**config.mk**
```make
export PLATFORM = sky130hd
export DESIGN_NAME = addn_and_clip_pipe
export DESIGN_NICKNAME = d
export VERILOG_FILES = /design/src/rtl/add_clip_pkg.sv /design/src/rtl/add_clip_tree_stage.sv /design/src/rtl/addn_and_clip_pipe.sv
export SDC_FILE = /design/constraint.sdc
export NUM_CORES = 1
export LEC_CHECK = 0
export ABC_AREA = 1
export ABC_CLOCK_PERIOD_IN_PS = 2400
export BUFFER_PORTS_ARGS = -buffer_cell sky130_fd_sc_hd__buf_2
export CAP_MARGIN = 20
export CORE_MARGIN = 2
export CORE_UTILIZATION = 55
export CTS_CLUSTER_DIAMETER = 100
export DETAILED_ROUTE_END_ITERATION = 10
export PLACE_DENSITY = 0.79
export SKIP_CTS_REPAIR_TIMING = 1
export SLEW_MARGIN = 20
export SYNTH_ARGS = -nofsm -noshare
export SYNTH_HDL_FRONTEND = slang
export SYNTH_SLANG_ARGS = --single-unit
```
**constraint.sdc**
```tcl
create_clock -name clk -period 2.4 [get_ports clk]
set_clock_uncertainty 0.05 [all_clocks]
set_input_delay 0.48 -clock clk [delete_from_list [all_inputs] [get_ports clk]]
set_output_delay 0.48 -clock clk [all_outputs]
set_load 0.005 [all_outputs]
```
**src/rtl/add_clip_pkg.sv**
```systemverilog
// Width arithmetic and saturation limits shared by the add-and-clip family of blocks.
package add_clip_pkg;

    function automatic int clog2(input int n);
        int r;
        r = 0;
        while ((1 << r) < n) r++;
        return r;
    endfunction

    function automatic longint sat_max(input int w);
        return (64'sd1 <<< (w - 1)) - 64'sd1;
    endfunction

    function automatic longint sat_min(input int w);
        return -(64'sd1 <<< (w - 1));
    endfunction

    function automatic int sum_w(input int width, input int n);
        return width + clog2(n);
    endfunction

    // Lane count remaining after `level` pairwise halvings; odd counts round up.
    function automatic int lanes_at(input int n, input int level);
        return (n + (1 << level) - 1) >> level;
    endfunction

endpackage

```
**src/rtl/add_clip_tree_stage.sv**
```systemverilog
// One registered adder-tree level: M signed lanes of width W reduce pairwise to
// ceil(M/2) lanes of width W+1, with valid/last carried alongside under the adv enable.
module add_clip_tree_stage
    import add_clip_pkg::*;
#(
    parameter int W = 16,
    parameter int M = 4
) (
    input  logic                                 clk,
    input  logic                                 rst_n,
    input  logic                                 adv_i,
    input  logic [M*W-1:0]                       lanes_i,
    input  logic                                 vld_i,
    input  logic                                 last_i,
    output logic [lanes_at(M, 1)*(W+1)-1:0]      lanes_o,
    output logic                                 vld_o,
    output logic                                 last_o
);

    localparam int MO = lanes_at(M, 1);

    logic [MO*(W+1)-1:0] sum_d;
    logic [MO*(W+1)-1:0] sum_q;
    logic                last_q;
    logic                vld_q;

    for (genvar k = 0; k < MO; k++) begin : g_pair
        logic signed [W:0] a_ext;
        logic signed [W:0] b_ext;
        assign a_ext = {lanes_i[2*k*W+W-1], lanes_i[2*k*W +: W]};
        // An odd trailing lane is paired with zero.
        if (2*k + 1 < M) begin : g_b
            assign b_ext = {lanes_i[(2*k+1)*W+W-1], lanes_i[(2*k+1)*W +: W]};
        end else begin : g_pad
            assign b_ext = '0;
        end
        assign sum_d[k*(W+1) +: W+1] = a_ext + b_ext;
    end

    always_ff @(posedge clk) begin
        if (adv_i) begin
            sum_q  <= sum_d;
            last_q <= last_i;
        end
    end

    always_ff @(posedge clk or negedge rst_n) begin
        if (!rst_n) begin
            vld_q <= 1'b0;
        end else if (adv_i) begin
            vld_q <= vld_i;
        end
    end

    assign lanes_o = sum_q;
    assign vld_o   = vld_q;
    assign last_o  = last_q;

endmodule

```
**src/rtl/addn_and_clip_pipe.sv**
```systemverilog
// Sums NUM_IN signed lanes through a registered adder tree, saturates to OUT_WIDTH, and
// streams with valid/ready backpressure. Define ADDN_CLIP_STATS_EN to add clip_count.
module addn_and_clip_pipe
    import add_clip_pkg::*;
#(
    parameter int WIDTH     = 16,
    parameter int NUM_IN    = 4,
    parameter int OUT_WIDTH = 16
) (
    input  logic                    clk,
    input  logic                    rst_n,
    input  logic [NUM_IN*WIDTH-1:0] in_data,
    input  logic                    in_last,
    input  logic                    in_valid,
    output logic                    in_ready,
    output logic [OUT_WIDTH-1:0]    out_data,
    output logic                    out_clip,
    output logic                    out_last,
    output logic                    out_valid,
    input  logic                    out_ready
`ifdef ADDN_CLIP_STATS_EN
    ,
    input  logic                    stats_clr,
    output logic [31:0]             clip_count
`endif
);

    localparam int LEVELS = clog2(NUM_IN);
    localparam int SUM_W  = sum_w(WIDTH, NUM_IN);

    localparam logic signed [SUM_W-1:0] MAX_S = SUM_W'(sat_max(OUT_WIDTH));
    localparam logic signed [SUM_W-1:0] MIN_S = SUM_W'(sat_min(OUT_WIDTH));
    localparam logic [OUT_WIDTH-1:0]    MAX_O = OUT_WIDTH'(sat_max(OUT_WIDTH));
    localparam logic [OUT_WIDTH-1:0]    MIN_O = OUT_WIDTH'(sat_min(OUT_WIDTH));

    // Returns {clip, saturated value}; the exact limits themselves are not clips.
    function automatic logic [OUT_WIDTH:0] clip_sum(input logic signed [SUM_W-1:0] s);
        if (s > MAX_S) return {1'b1, MAX_O};
        if (s < MIN_S) return {1'b1, MIN_O};
        return {1'b0, s[OUT_WIDTH-1:0]};
    endfunction

    logic                 adv;
    logic                 out_valid_q;
    logic [OUT_WIDTH-1:0] out_data_q;
    logic                 out_clip_q;
    logic                 out_last_q;

    // The whole pipe moves as one; bubbles are kept, so a stall freezes every stage.
    assign adv      = ~out_valid_q | out_ready;
    assign in_ready = adv;

    for (genvar l = 0; l < LEVELS; l++) begin : g_lvl
        localparam int MI = lanes_at(NUM_IN, l);
        localparam int MO = lanes_at(NUM_IN, l + 1);

        logic [MI*(WIDTH+l)-1:0]   lanes_in;
        logic                      vld_in;
        logic                      last_in;
        logic [MO*(WIDTH+l+1)-1:0] lanes_out;
        logic                      vld_out;
        logic                      last_out;

        if (l == 0) begin : g_src
            assign lanes_in = in_data;
            assign vld_in   = in_valid;
            assign last_in  = in_last;
        end else begin : g_chain
            assign lanes_in = g_lvl[l-1].lanes_out;
            assign vld_in   = g_lvl[l-1].vld_out;
            assign last_in  = g_lvl[l-1].last_out;
        end

        add_clip_tree_stage #(
            .W (WIDTH + l),
            .M (MI)
        ) u_stage (
            .clk     (clk),
            .rst_n   (rst_n),
            .adv_i   (adv),
            .lanes_i (lanes_in),
            .vld_i   (vld_in),
            .last_i  (last_in),
            .lanes_o (lanes_out),
            .vld_o   (vld_out),
            .last_o  (last_out)
        );
    end

    logic signed [SUM_W-1:0] sum_s;
    logic [OUT_WIDTH:0]      clip_d;

    assign sum_s  = g_lvl[LEVELS-1].lanes_out;
    assign clip_d = clip_sum(sum_s);

    // Clip stage: final register, also the output holding register under backpressure.
    always_ff @(posedge clk or negedge rst_n) begin
        if (!rst_n) begin
            out_valid_q <= 1'b0;
            out_data_q  <= '0;
            out_clip_q  <= 1'b0;
            out_last_q  <= 1'b0;
        end else if (adv) begin
            out_valid_q <= g_lvl[LEVELS-1].vld_out;
            out_data_q  <= clip_d[OUT_WIDTH-1:0];
            out_clip_q  <= clip_d[OUT_WIDTH];
            out_last_q  <= g_lvl[LEVELS-1].last_out;
        end
    end

    assign out_valid = out_valid_q;
    assign out_data  = out_data_q;
    assign out_clip  = out_clip_q;
    assign out_last  = out_last_q;

`ifdef ADDN_CLIP_STATS_EN
    logic [31:0] clip_count_d;
    logic [31:0] clip_count_q;

    // Counts transferred clipped beats, sticking at all-ones; clear has priority.
    always_comb begin
        clip_count_d = clip_count_q;
        if (stats_clr) begin
            clip_count_d = '0;
        end else if (out_valid_q && out_ready && out_clip_q && !(&clip_count_q)) begin
            clip_count_d = clip_count_q + 32'd1;
        end
    end

    always_ff @(posedge clk or negedge rst_n) begin
        if (!rst_n) begin
            clip_count_q <= '0;
        end else begin
            clip_count_q <= clip_count_d;
        end
    end

    assign clip_count = clip_count_q;
`endif

endmodule
```
==> results of run 1 <==
==> cell families after synthesis <==
kind of cell / count (synthesis)
adders and majority gates: 52
xor gates and xnor gates: 22
buffers and inverters: 71
and+or+nand+nor: 363
DFF: 75
AOI/OAI and AO/OA: 81
==> cell usage after synthesis (all sizes together) <==
cell type  count  area [um^2]
a21o           1         7.51
a21oi         43          238
and2           6         37.5
buf            3         17.5
dfrtp         21          526
edfxtp        54         1620
fa             3         60.1
ha            49          613
inv           68          255
nand2        226          878
nand3         44          235
nand4          1         6.26
nor2          79          307
nor3           7         35.0
o21ai         35          179
o21bai         1         7.51
o22a           1         8.76
xnor2          3         26.3
xor2          19          166
==> power by group <==
part	switching [mW]	internal, mW	total [mW]	leakage, nW
Clock	0.479	0.485	0.964	0.100
Combinational	1.46	0.882	2.34	2.18
Sequential	0.188	2.04	2.23	0.803
==> stage by stage <==
stage                     hold WS (ns)  power (mW)  cell area, um^2  std cells  setup WS [ns]
after floorplan                  0.134        3.91             5230        664          0.468
after global placement           0.351        4.50             5830        879          0.262
after detailed placement         0.360        4.59             5830        879          0.228
after CTS                       0.0160        5.56             6030        895          0.373
after global routing            0.0444        6.01             6030        895          0.232
final                          0.00570        5.53             6030        895          0.387
==> routing by layer <==
metal / track usage, % / vias up
li1: - / 2377
met1: 27.8 / 1991
met2: 40.1 / 121
met3: 3.11 / 19
met4: 9.67 / 0
met5: 0 / -
==> how the worst min path moves through the flow <==
stage	cells after the start	to	slack, ns
final	1	out_data[11]$_DFFE_PN0P_	0.006
after detailed placement	0	g_lvl[1].u_stage.last_o$_DFFE_PP_	0.36
after CTS	1	out_data[11]$_DFFE_PN0P_	0.02
after global routing	1	out_data[15]$_DFFE_PN0P_	0.04
after floorplan	0	g_lvl[0].u_stage.vld_o$_DFFE_PN0P_	0.13
after global placement	0	g_lvl[1].u_stage.last_o$_DFFE_PP_	0.35
==> state kept, by name (all words and copies together) (netlist names) <==
signal	cells
g_lvl.u_stage.lanes_o	52
out_data	16
g_lvl.u_stage.last_o	2
g_lvl.u_stage.vld_o	2
out_clip	1
out_last	1
out_valid	1
==> cell type report <==
type | instances | share of cell area, %
Timing Repair Buffer | 89 | 7.64
Tap cell | 129 | 2.68
Clock buffer | 9 | 2.05
Sequential cell | 75 | 35.6
Clock inverter | 7 | 1.25
Inverter | 68 | 4.23
Multi-Input combinational cell | 518 | 46.5
==> worst max-delay path: stages (launching register included) <==
cell and delay [ns]:
edfxtp_1 0.34, ha_1 0.24, inv_1 0.08, fa_1 0.46
o21ai_2 0.22, nand2_1 0.09, nand2_2 0.09, nand2_1 0.07
nand3_1 0.07, nand2_1 0.06
==> summary.md, run 1 <==
| Metric | Value |
|---|---|
| GRT Util Overall | 22.7% |
| Grt ovf | 0 |
| Drt drc | 0 |
| Wire length per cell | 11.9 um |
| Multi-input logic area | 2810 um^2 |
| Post-Synth Simple-Gate Area | 28.7% |
| IO Port Bufs | 88 |
| Maxcap violations | 0 |
| Root Buffer | clkbuf_8 |
| Worst path arrival time | 2.08 ns |
| Post-route ant nets | 0 |
| Crit Path Max Fanout | 4 |
| CTS H-tree lvls | 3 |
| Slew headroom | 70.7% |
| Fillers | 833 |
| Mapped Cells | 664 |
| DR iter-0 viols | 199 |
| P&R area growth vs syn | 15.4% |
| First-pass GRT wire length | 18,400 um |
| Crit path from | g_lvl[0].u_stage.lanes_o[0]$_DFFE_PP_ |
| Largest family of logic cells by synthesized area | simple AND/OR/NAND/NOR gates |
| Proportion of synthesized area in mux cells | 0% |
| Synthesized area | 5230 um^2 |
| # nets final | 882 |
| DR vias/cell | 5.04 |
| Critical Path End | g_lvl[1].u_stage.lanes_o[12]$_DFFE_PP_ |
| FF-to-FF path depth | 9 |
| Period utilization | 83.9% |
| Final core occ | 65.2% |
| Wl on met1 | 4850 um |
| Met3 wire len | 432 um |
| Distinct cells, synth | 29 |
| Routed wire length | 10,700 um |
| WP data required | 2.47 ns |
| TritonCTS Buffers | 9 |
| Unrepaired setup endpoints after global routing | no |
| Leak | 3.08 nW |
| Final Wtd Congestion | 0.895 |
| PD cells | 917 nW/um^2 |
| Sequential element share of the synthesized area | 41.1% |
| Final Hold Vio Count | 0 |
| CTS max path bufs | 2 |
| Post-synthesis adder-cell area fraction | 12.9% |
| Top Layer Used | met4 |
| Critical path class | reg -> reg |
| Fmax | 497 MHz |
| Vias in the first global route | 4,319 |
| Hold WC Path Type | in -> async |
| Post-DP HPWL | 8840 um |
| R2R Path Start | g_lvl[0].u_stage.lanes_o[0]$_DFFE_PP_ |
| Flop and latch count out of synthesis | 75 |
| Sink Count | 75 |
| Die Ht | 101 um |
| Clock slew at reported path FFs | 0.09 ns |
| TritonCTS clock tree | built |
| CP endpoint kind | register |
| Most frequent cells in the layout | nand2_1 (214), buf_2 (88), nor2_1 (77) |
| Clk_lat worst skew | 0.36 ns |
| WL met2 | 5170 um |
| IO Pins | 89 |
| Initial core utilization | 56.5% |
| TritonRoute pass-1 iters | 5 |
| Core Rows | 35 |
| Via count | 4,508 |
| Synth Area in XOR/XNOR | 3.69% |
| Die width | 101 um |
| Compound-Gate Fraction of Synth Area | 8.43% |
| Max VDD drop | 0.400 mV |
| R2R setup slack | 0.39 ns |
| Layout cells sized above 1 | 16.7% |
| Worst setup SP type | register |
| Worst reg2reg path endpoint | g_lvl[1].u_stage.lanes_o[12]$_DFFE_PP_ |
| Post-Syn Area per Cell | 7.87 um^2 |
| Largest net degree at the start of global routing | 56 |
| Worst-margin pin slew | 0.439 ns |
| Post-Syn Nets | 785 |
| Commonest non-fill, non-tap cell in the layout | nand2_1 |
| Setup Viol. Count Final | 0 |
| Setup TNS | 0 ns |
| Full die area | 10,300 um^2 |
| Seq. cell area | 2150 um^2 |
| YS warnings | 0 |
| Status | completed |
| Final worst path period need | 2.01 ns |
| Max Slew Vio Count | 0 |
| Initial antenna violation count | 0 |
| # diodes | 0 |
| Core ar. | 9240 um^2 |
No activity file was read; power rests on OpenSTA's default activity.
==> inputs of run 2 (changes only) <==
Settings changed: ABC_AREA 1 to 0, ABC_CLOCK_PERIOD_IN_PS 2400 to 1900, PLACE_DENSITY 0.79 to 0.8.
Clock period 2.4 ns to 1.9 ns, I/O delays scaled along.
==> summary.md, run 2 <==
| Metric | Value |
|---|---|
| Crit Path Max Fanout | 3 (-1) |
| Hold WC Path Type | in -> reg |
| Fmax | 480 MHz (-3.5%) |
| Worst-margin pin slew | 0.427 ns (-0.0123 ns) |
| Post-DP HPWL | 7790 um (-12%) |
| CP delay by family, top | compound AO/OA/AOI/OAI gates |
| Wire length per cell | 13.3 um (+11%) |
| # diodes | 0 (unchanged) |
| Core Rows | 34 (-2.9%) |
| Slowest CP cell | edfxtp_1 |
| Slew headroom | 71.2% (+0.52 points) |
| TritonCTS clock tree | built |
| Worst setup SP type | register |
| Layout cells sized above 1 | 36.3% (+20 points) |
| Critical path class | reg -> reg |
| P_sw | 2.87 mW (+35%) |
| Combinational share of power | 47.5% (+5.2 points) |
| Grt ovf | 0 (unchanged) |
| YS warnings | 0 (unchanged) |
| Max Slew Vio Count | 0 (unchanged) |
| GRT Util Overall | 21.1% (-1.7 points) |
| CTS H-tree lvls | 3 (unchanged) |
| Core ar. | 8640 um^2 (-6.5%) |
| Setup TNS | -1.19 ns (-1.19 ns) |
| Buf/Inv on CP | 1 (unchanged) |
| Die width | 98.1 um (-3.3%) |
| Post-Syn Area per Cell | 9.89 um^2 (+26%) |
| TritonRoute pass-1 iters | 4 (-1) |
| DR vias/cell | 5.44 (+8.0%) |
| Initial core utilization | 56.4% (-0.11 points) |
| Clk network pwr share | 16.6% (-0.8 points) |
| PD cells | 1210 nW/um^2 (+32%) |
| Synthesized area | 4870 um^2 (-6.7%) |
| Full die area | 9630 um^2 (-6.5%) |
| # nets final | 769 (-13%) |
| CP endpoint kind | register |
| Commonest non-fill, non-tap cell in the layout | buf_2 |
| Clock slew at reported path FFs | 0.09 ns (about the same) |
| Clk_lat worst skew | 0.35 ns (about the same) |
| Reg power frac | 36.0% (-4.3 points) |
| Largest net degree at the start of global routing | 35 (-38%) |
| Maxcap violations | 0 (unchanged) |
| Internal Pwr Total | 5.02 mW (+48%) |
| Placed inst area | 6050 um^2 (+3.9%) |
| Most frequent cells in the layout | buf_2 (84), buf_4 (67), nor2_1 (65) |
| Status | finished with violations |
| Mapped Cells | 493 (-26%) |
| IO Pins | 89 (unchanged) |
| Vias in the first global route | 3,939 (-8.8%) |
| Post-synth ARST share | 28.0% (unchanged) |
| Root Buffer | clkbuf_8 |
| Leak | 2.83 nW (-8.3%) |
| Post-synth EDFFs | 54 (unchanged) |
| Ys flop type | edfxtp_1 |
| Sink Count | 75 (unchanged) |
| TritonCTS Buffers | 9 (unchanged) |
| Via count | 4,140 (-8.2%) |
| IO Port Bufs | 88 (unchanged) |
| Initial antenna violation count | 0 (unchanged) |
| Max stage delay on crit path | 0.35 ns (-0.11 ns) |
| P&R area growth vs syn | 33.5% |
| WP data required | 2.02 ns (-0.45 ns) |
| First-pass GRT wire length | 16,700 um (-9.3%) |
| Most common cell in the netlist | nor2_1 |
| Worst Slack Setup Final | -0.185 ns (-0.572 ns) |
| Sw frac | 36.3% (-2.1 points) |
| Cell accounting for the most synthesized area | edfxtp_1 |
| Final Hold Vio Count | 0 (unchanged) |
| Drt drc | 0 (unchanged) |
| Setup Viol. Count Final | 14 (+14) |
| Routed wire length | 10,100 um (-5.5%) |
| Die Ht | 98.1 um (-3.3%) |
| Synth area leaders | edfxtp_1 (33%), ha_1 (13%), dfrtp_1 (11%), nor2_1 (5.2%), xnor2_1 (5.0%) |
| Final worst path period need | 2.09 ns (+0.0723 ns) |
| Post-route ant nets | 0 (unchanged) |
| Fin cells | 761 (-15%) |
| Final Wtd Congestion | 0.872 (-2.6%) |
| DR iter-0 viols | 119 (-40%) |
| Flop and latch count out of synthesis | 75 (unchanged) |
| Worst path arrival time | 2.21 ns (+0.13 ns) |
| CTS max path bufs | 2 (unchanged) |
| Failing checks | setup timing |
| Period utilization | 110% (+26 points) |
| Distinct cells, synth | 52 (+79%) |
| Cell Count Post-Placement | 741 (-16%) |
| Commonest cells post-synth | nor2_1 (67), edfxtp_1 (54), ha_1 (49), nand2_1 (49), a21oi_1 (42) |
| Fillers | 599 (-28%) |
| Unrepaired setup endpoints after global routing | yes |
| Design area | 6510 um^2 (+7.9%) |
| Max reg flops | 52 (unchanged) |
| Sequential element share of the synthesized area | 44.1% (+3.0 points) |
| Post-Syn Nets | 614 (-22%) |
| Max VDD drop | 0.513 mV (+28%) |
| CP cell instances | ha_2, inv_2, fa_2, nor2b_2, o31a_1, o21ai_2, a31oi_4, nand3_2, o311ai_2 |
| Top cell type's share of synthesized area | 33.3% (+2.2 points) |
[run 2: cell count changes after synthesis, sizes merged, moves of 9 or more]
cell	before	now
nand2	226	49
inv	68	17
clkbuf	0	11
xnor2	3	28
a21o	1	10
o21a	0	9
xor2	19	9
nor2	79	67
a211oi	0	9
nand3	44	9
[run 2: worst paths after layout]
check / startpoint / end / slack [ns] / cells after the start
setup reg to reg: g_lvl[0].u_stage.lanes_o[0]$_DFFE_PP_ / g_lvl[1].u_stage.lanes_o[16]$_DFFE_PP_ / -0.19 / 9
max in group asynchronous: rst_n / out_data[12]$_DFFE_PN0P_ / 1.04 / 2
min in group asynchronous: rst_n / g_lvl[1].u_stage.vld_o$_DFFE_PN0P_ / 0.44 / 2
setup / recovery: g_lvl[0].u_stage.lanes_o[0]$_DFFE_PP_ / g_lvl[1].u_stage.lanes_o[16]$_DFFE_PP_ / -0.19 / 9
hold reg to reg: g_lvl[0].u_stage.last_o$_DFFE_PP_ / g_lvl[1].u_stage.last_o$_DFFE_PP_ / 0.38 / 0
hold / removal: in_last / g_lvl[0].u_stage.last_o$_DFFE_PP_ / 0.15 / 1
[run 2: power groups by stage]
stage	clock (mW)	combinational, mW	sequential, mW
3_5_place_dp	0	3.44	2.87
4_1_cts	1.34	3.46	2.84
2_1_floorplan	0	2.32	2.82
6_report	1.31	3.75	2.84
5_1_grt	1.41	4.18	2.92
3_3_place_gp	0	3.29	2.83
[run 2: stage by stage]
step | utilization (%) | setup WS (ns) | hold slack (ns) | power (mW)
floorplan | - | -0.229 | 0.0344 | 5.14
global placement | 70.1 | -0.449 | 0.290 | 6.13
detailed placement | 70.1 | -0.484 | 0.301 | 6.31
CTS | 72.6 | -0.250 | -0.0935 | 7.63
global route | 75.3 | -0.285 | 0.126 | 8.51
finish | 75.3 | -0.185 | 0.146 | 7.89
[run 2: cell type report]
| cell class | count | area, um^2 | share of cell area, % |
|---|---|---|---|
| Multi-Input combinational cell | 388 | 2950 | 45.3 |
| Sequential cell | 75 | 2150 | 33.0 |
| Timing Repair Buffer | 157 | 998 | 15.3 |
| Clock buffer | 10 | 149 | 2.29 |
| Tap cell | 108 | 135 | 2.08 |
| Clock inverter | 6 | 67.6 | 1.04 |
| Inverter | 17 | 63.8 | 0.981 |
[run 2: cell families (layout without fill, tap and decap cells)]
family | Yosys count | count (layout) | share of synthesized area [%]
AO/OA/AOI/OAI | 140 | 140 | 18.5
XOR/XNOR | 37 | 37 | 6.65
adder cells (fa/ha/maj) | 52 | 52 | 13.8
buffers and inverters | 30 | 190 | 2.31
flip-flops | 75 | 75 | 44.1
multiplexers | 5 | 5 | 1.13
AND/OR/NAND/NOR | 154 | 154 | 13.5
[run 2: worst register-to-register path, stage by stage, from the launching register on]
cell      delay, ns
edfxtp_1       0.35
ha_2           0.18
inv_2          0.04
fa_2           0.34
nor2b_2        0.14
o31a_1         0.23
o21ai_2        0.12
a31oi_4        0.26
nand3_2        0.10
o311ai_2       0.09
[run 2: layer usage]
layer | up-vias | global-route usage (%) | share of wire [%]
met3 | 19 | 4.22 | 4.8
li1 | 2105 | - | -
met1 | 1892 | 25.7 | 43
met2 | 124 | 37.6 | 50
met4 | 0 | 6.74 | 1.8
met5 | - | 0 | 0
==> inputs of run 3 (changes only) <==
Settings changed: TNS_END_PERCENT set to 30.
==> summary.md, run 3 (synthesis gave the netlist of run 2 again) <==
| Metric | Value |
|---|---|
| Final Wtd Congestion | 0.852 (-2.3%) |
| PD cells | 1270 nW/um^2 (+4.5%) |
| Final core occ | 74.7% (-0.62 points) |
| Commonest non-fill, non-tap cell in the layout | buf_2 |
| TritonCTS clock tree | built |
| Layout cells sized above 1 | 34.2% (-2.1 points) |
| FF-to-FF path depth | 9 (unchanged) |
| # nets final | 774 (+0.65%) |
| Worst setup SP type | register |
| Unrepaired setup endpoints after global routing | yes |
| # diodes | 0 (unchanged) |
| Setup Viol. Count Final | 20 (+6) |
| Root Buffer | clkbuf_8 |
| Largest net degree at the start of global routing | 35 (unchanged) |
| Fmax | 458 MHz (-4.4%) |
| Max Slew Vio Count | 0 (unchanged) |
| Clock slew at reported path FFs | 0.08 ns (about the same) |
| Via count | 4,202 (+1.5%) |
| CTS H-tree lvls | 3 (unchanged) |
| Hold path cells | 1 (unchanged) |
| Core ar. | 8640 um^2 (unchanged) |
| Initial core utilization | 56.4% (unchanged) |
| Placed inst area | 5990 um^2 (-0.99%) |
| Maxcap violations | 0 (unchanged) |
| Worst path arrival time | 2.21 ns (about the same) |
| GRT Util Overall | 21.0% (-0.059 points) |
| Most frequent cells in the layout | buf_2 (88), buf_4 (72), nor2_1 (66) |
| Grt ovf | 0 (unchanged) |
| Post-route ant nets | 0 (unchanged) |
| CP endpoint kind | register |
| Wl on met1 | 4240 um (-2.5%) |
| Max VDD drop | 0.611 mV (+19%) |
| Full die area | 9630 um^2 (unchanged) |
| Wire length per cell | 13.6 um (+2.3%) |
| WL met2 | 5390 um (+6.0%) |
| Slew headroom | 70.0% (-1.2 points) |
| Status | finished with violations |
| Design area | 6450 um^2 (-0.83%) |
| Final worst path period need | 2.18 ns (+0.0960 ns) |
| Hold WC Path Type | in -> reg |
| DR vias/cell | 5.49 (+0.84%) |
| Core Rows | 34 (unchanged) |
| Fillers | 578 (-3.5%) |
| Vias in the first global route | 4,057 (+3.0%) |
| TritonCTS Buffers | 9 (unchanged) |
| Hold WS | 0.162 ns (+0.0154 ns) |
| R2R setup slack | -0.28 ns (-0.10 ns) |
| Top Layer Used | met4 |
| First-pass GRT wire length | 16,800 um (+0.17%) |
| Die Ht | 98.1 um (unchanged) |
| WHS Endpoint | g_lvl[0].u_stage.last_o$_DFFE_PP_ |
| Die width | 98.1 um (unchanged) |
| Hold_sp | in_last |
| Setup TNS | -2.48 ns (-1.29 ns) |
| IO Port Bufs | 88 (unchanged) |
| Sink Count | 75 (unchanged) |
| Critical path class | reg -> reg |
| Leak | 2.86 nW (+1.2%) |
| Crit Path Max Fanout | 3 (unchanged) |
| Worst Slack Setup Final | -0.281 ns (-0.0960 ns) |
| CTS max path bufs | 2 (unchanged) |
| Period utilization | 115% (+5.1 points) |
| Max reg flops | 52 (unchanged) |
| IO Pins | 89 (unchanged) |
| Routed wire length | 10,400 um (+2.9%) |
| DR iter-0 viols | 141 (+18%) |
| Failing checks | setup timing |
| Initial antenna violation count | 0 (unchanged) |
| Worst-margin pin slew | 0.447 ns (+0.0204 ns) |
| Final Hold Vio Count | 0 (unchanged) |
| Worst reg2reg path endpoint | g_lvl[1].u_stage.lanes_o[16]$_DFFE_PP_ |
| P&R area growth vs syn | 32.4% |
| R2R Path Start | g_lvl[0].u_stage.lanes_o[17]$_DFFE_PP_ |
| TritonRoute pass-1 iters | 5 (+1) |
| Met3 wire len | 608 um (+25%) |
| Post-DP HPWL | 7680 um (-1.5%) |
| Drt drc | 0 (unchanged) |
| Clk_lat worst skew | 0.34 ns (about the same) |
| WP data required | 1.93 ns (-0.09 ns) |
run 3: cell types whose count changed in the layout (fill, tap and decap cells not counted), moves of 3 or more:
cell / before / now
a21oi_1: 35 / 39
buf_2: 84 / 88
buf_4: 67 / 72
buf_6: 4 / 0
ha_1: 38 / 42
ha_4: 9 / 6
run 3: critical path, stage by stage (launching register included):
cell and delay (ns):
edfxtp_1 0.44, ha_4 0.20, inv_2 0.05, fa_2 0.19
nor2b_1 0.06, o31a_1 0.35, o21ai_2 0.24, a31oi_4 0.14
nand3_2 0.11, o311ai_2 0.09
run 3: worst max path at each step:
stage	startpoint	to	slack (ns)	depth (start not counted)
CTS	g_lvl[0].u_stage.lanes_o[1]$_DFFE_PP_	g_lvl[1].u_stage.lanes_o[13]$_DFFE_PP_	-0.39	7
global placement	in_data[0]	g_lvl[0].u_stage.lanes_o[14]$_DFFE_PP_	-0.44	9
detailed placement	in_data[32]	g_lvl[0].u_stage.lanes_o[31]$_DFFE_PP_	-0.52	9
floorplan	in_data[32]	g_lvl[0].u_stage.lanes_o[31]$_DFFE_PP_	-0.24	8
finish	g_lvl[0].u_stage.lanes_o[17]$_DFFE_PP_	g_lvl[1].u_stage.lanes_o[16]$_DFFE_PP_	-0.28	9
global route	g_lvl[0].u_stage.lanes_o[17]$_DFFE_PP_	g_lvl[1].u_stage.lanes_o[16]$_DFFE_PP_	-0.35	9
run 3: report_power, final:
group          switching, mW  total, mW  internal [mW]  leakage [nW]
logic                   1.94       3.72           1.77          1.94
clock network          0.583       1.61           1.03         0.140
registers              0.311       2.85           2.54         0.779
run 3: stage by stage:
step           setup WS [ns]  std cells  total power, mW
2_1_floorplan         -0.243        493             5.08
3_3_place_gp          -0.443        749             6.08
3_5_place_dp          -0.516        749             6.25
4_1_cts               -0.394        765             7.90
5_1_grt               -0.353        766             8.77
6_report              -0.281        766             8.18
run 3: area by class of cell:
class / count / area, um^2 / share of cell area (%)
Multi-Input combinational cell: 388 / 2820 / 43.7
Tap cell: 108 / 135 / 2.09
Timing Repair Buffer: 162 / 1010 / 15.7
Clock inverter: 5 / 104 / 1.61
Inverter: 17 / 63.8 / 0.989
Clock buffer: 11 / 174 / 2.70
Sequential cell: 75 / 2150 / 33.3
run 3: per-layer routing:
layer  global-route usage (%)  vias up
li1                         -     2101
met5                        0        -
met2                     38.5      142
met4                     6.53        0
met3                     4.72       17
met1                     24.5     1942
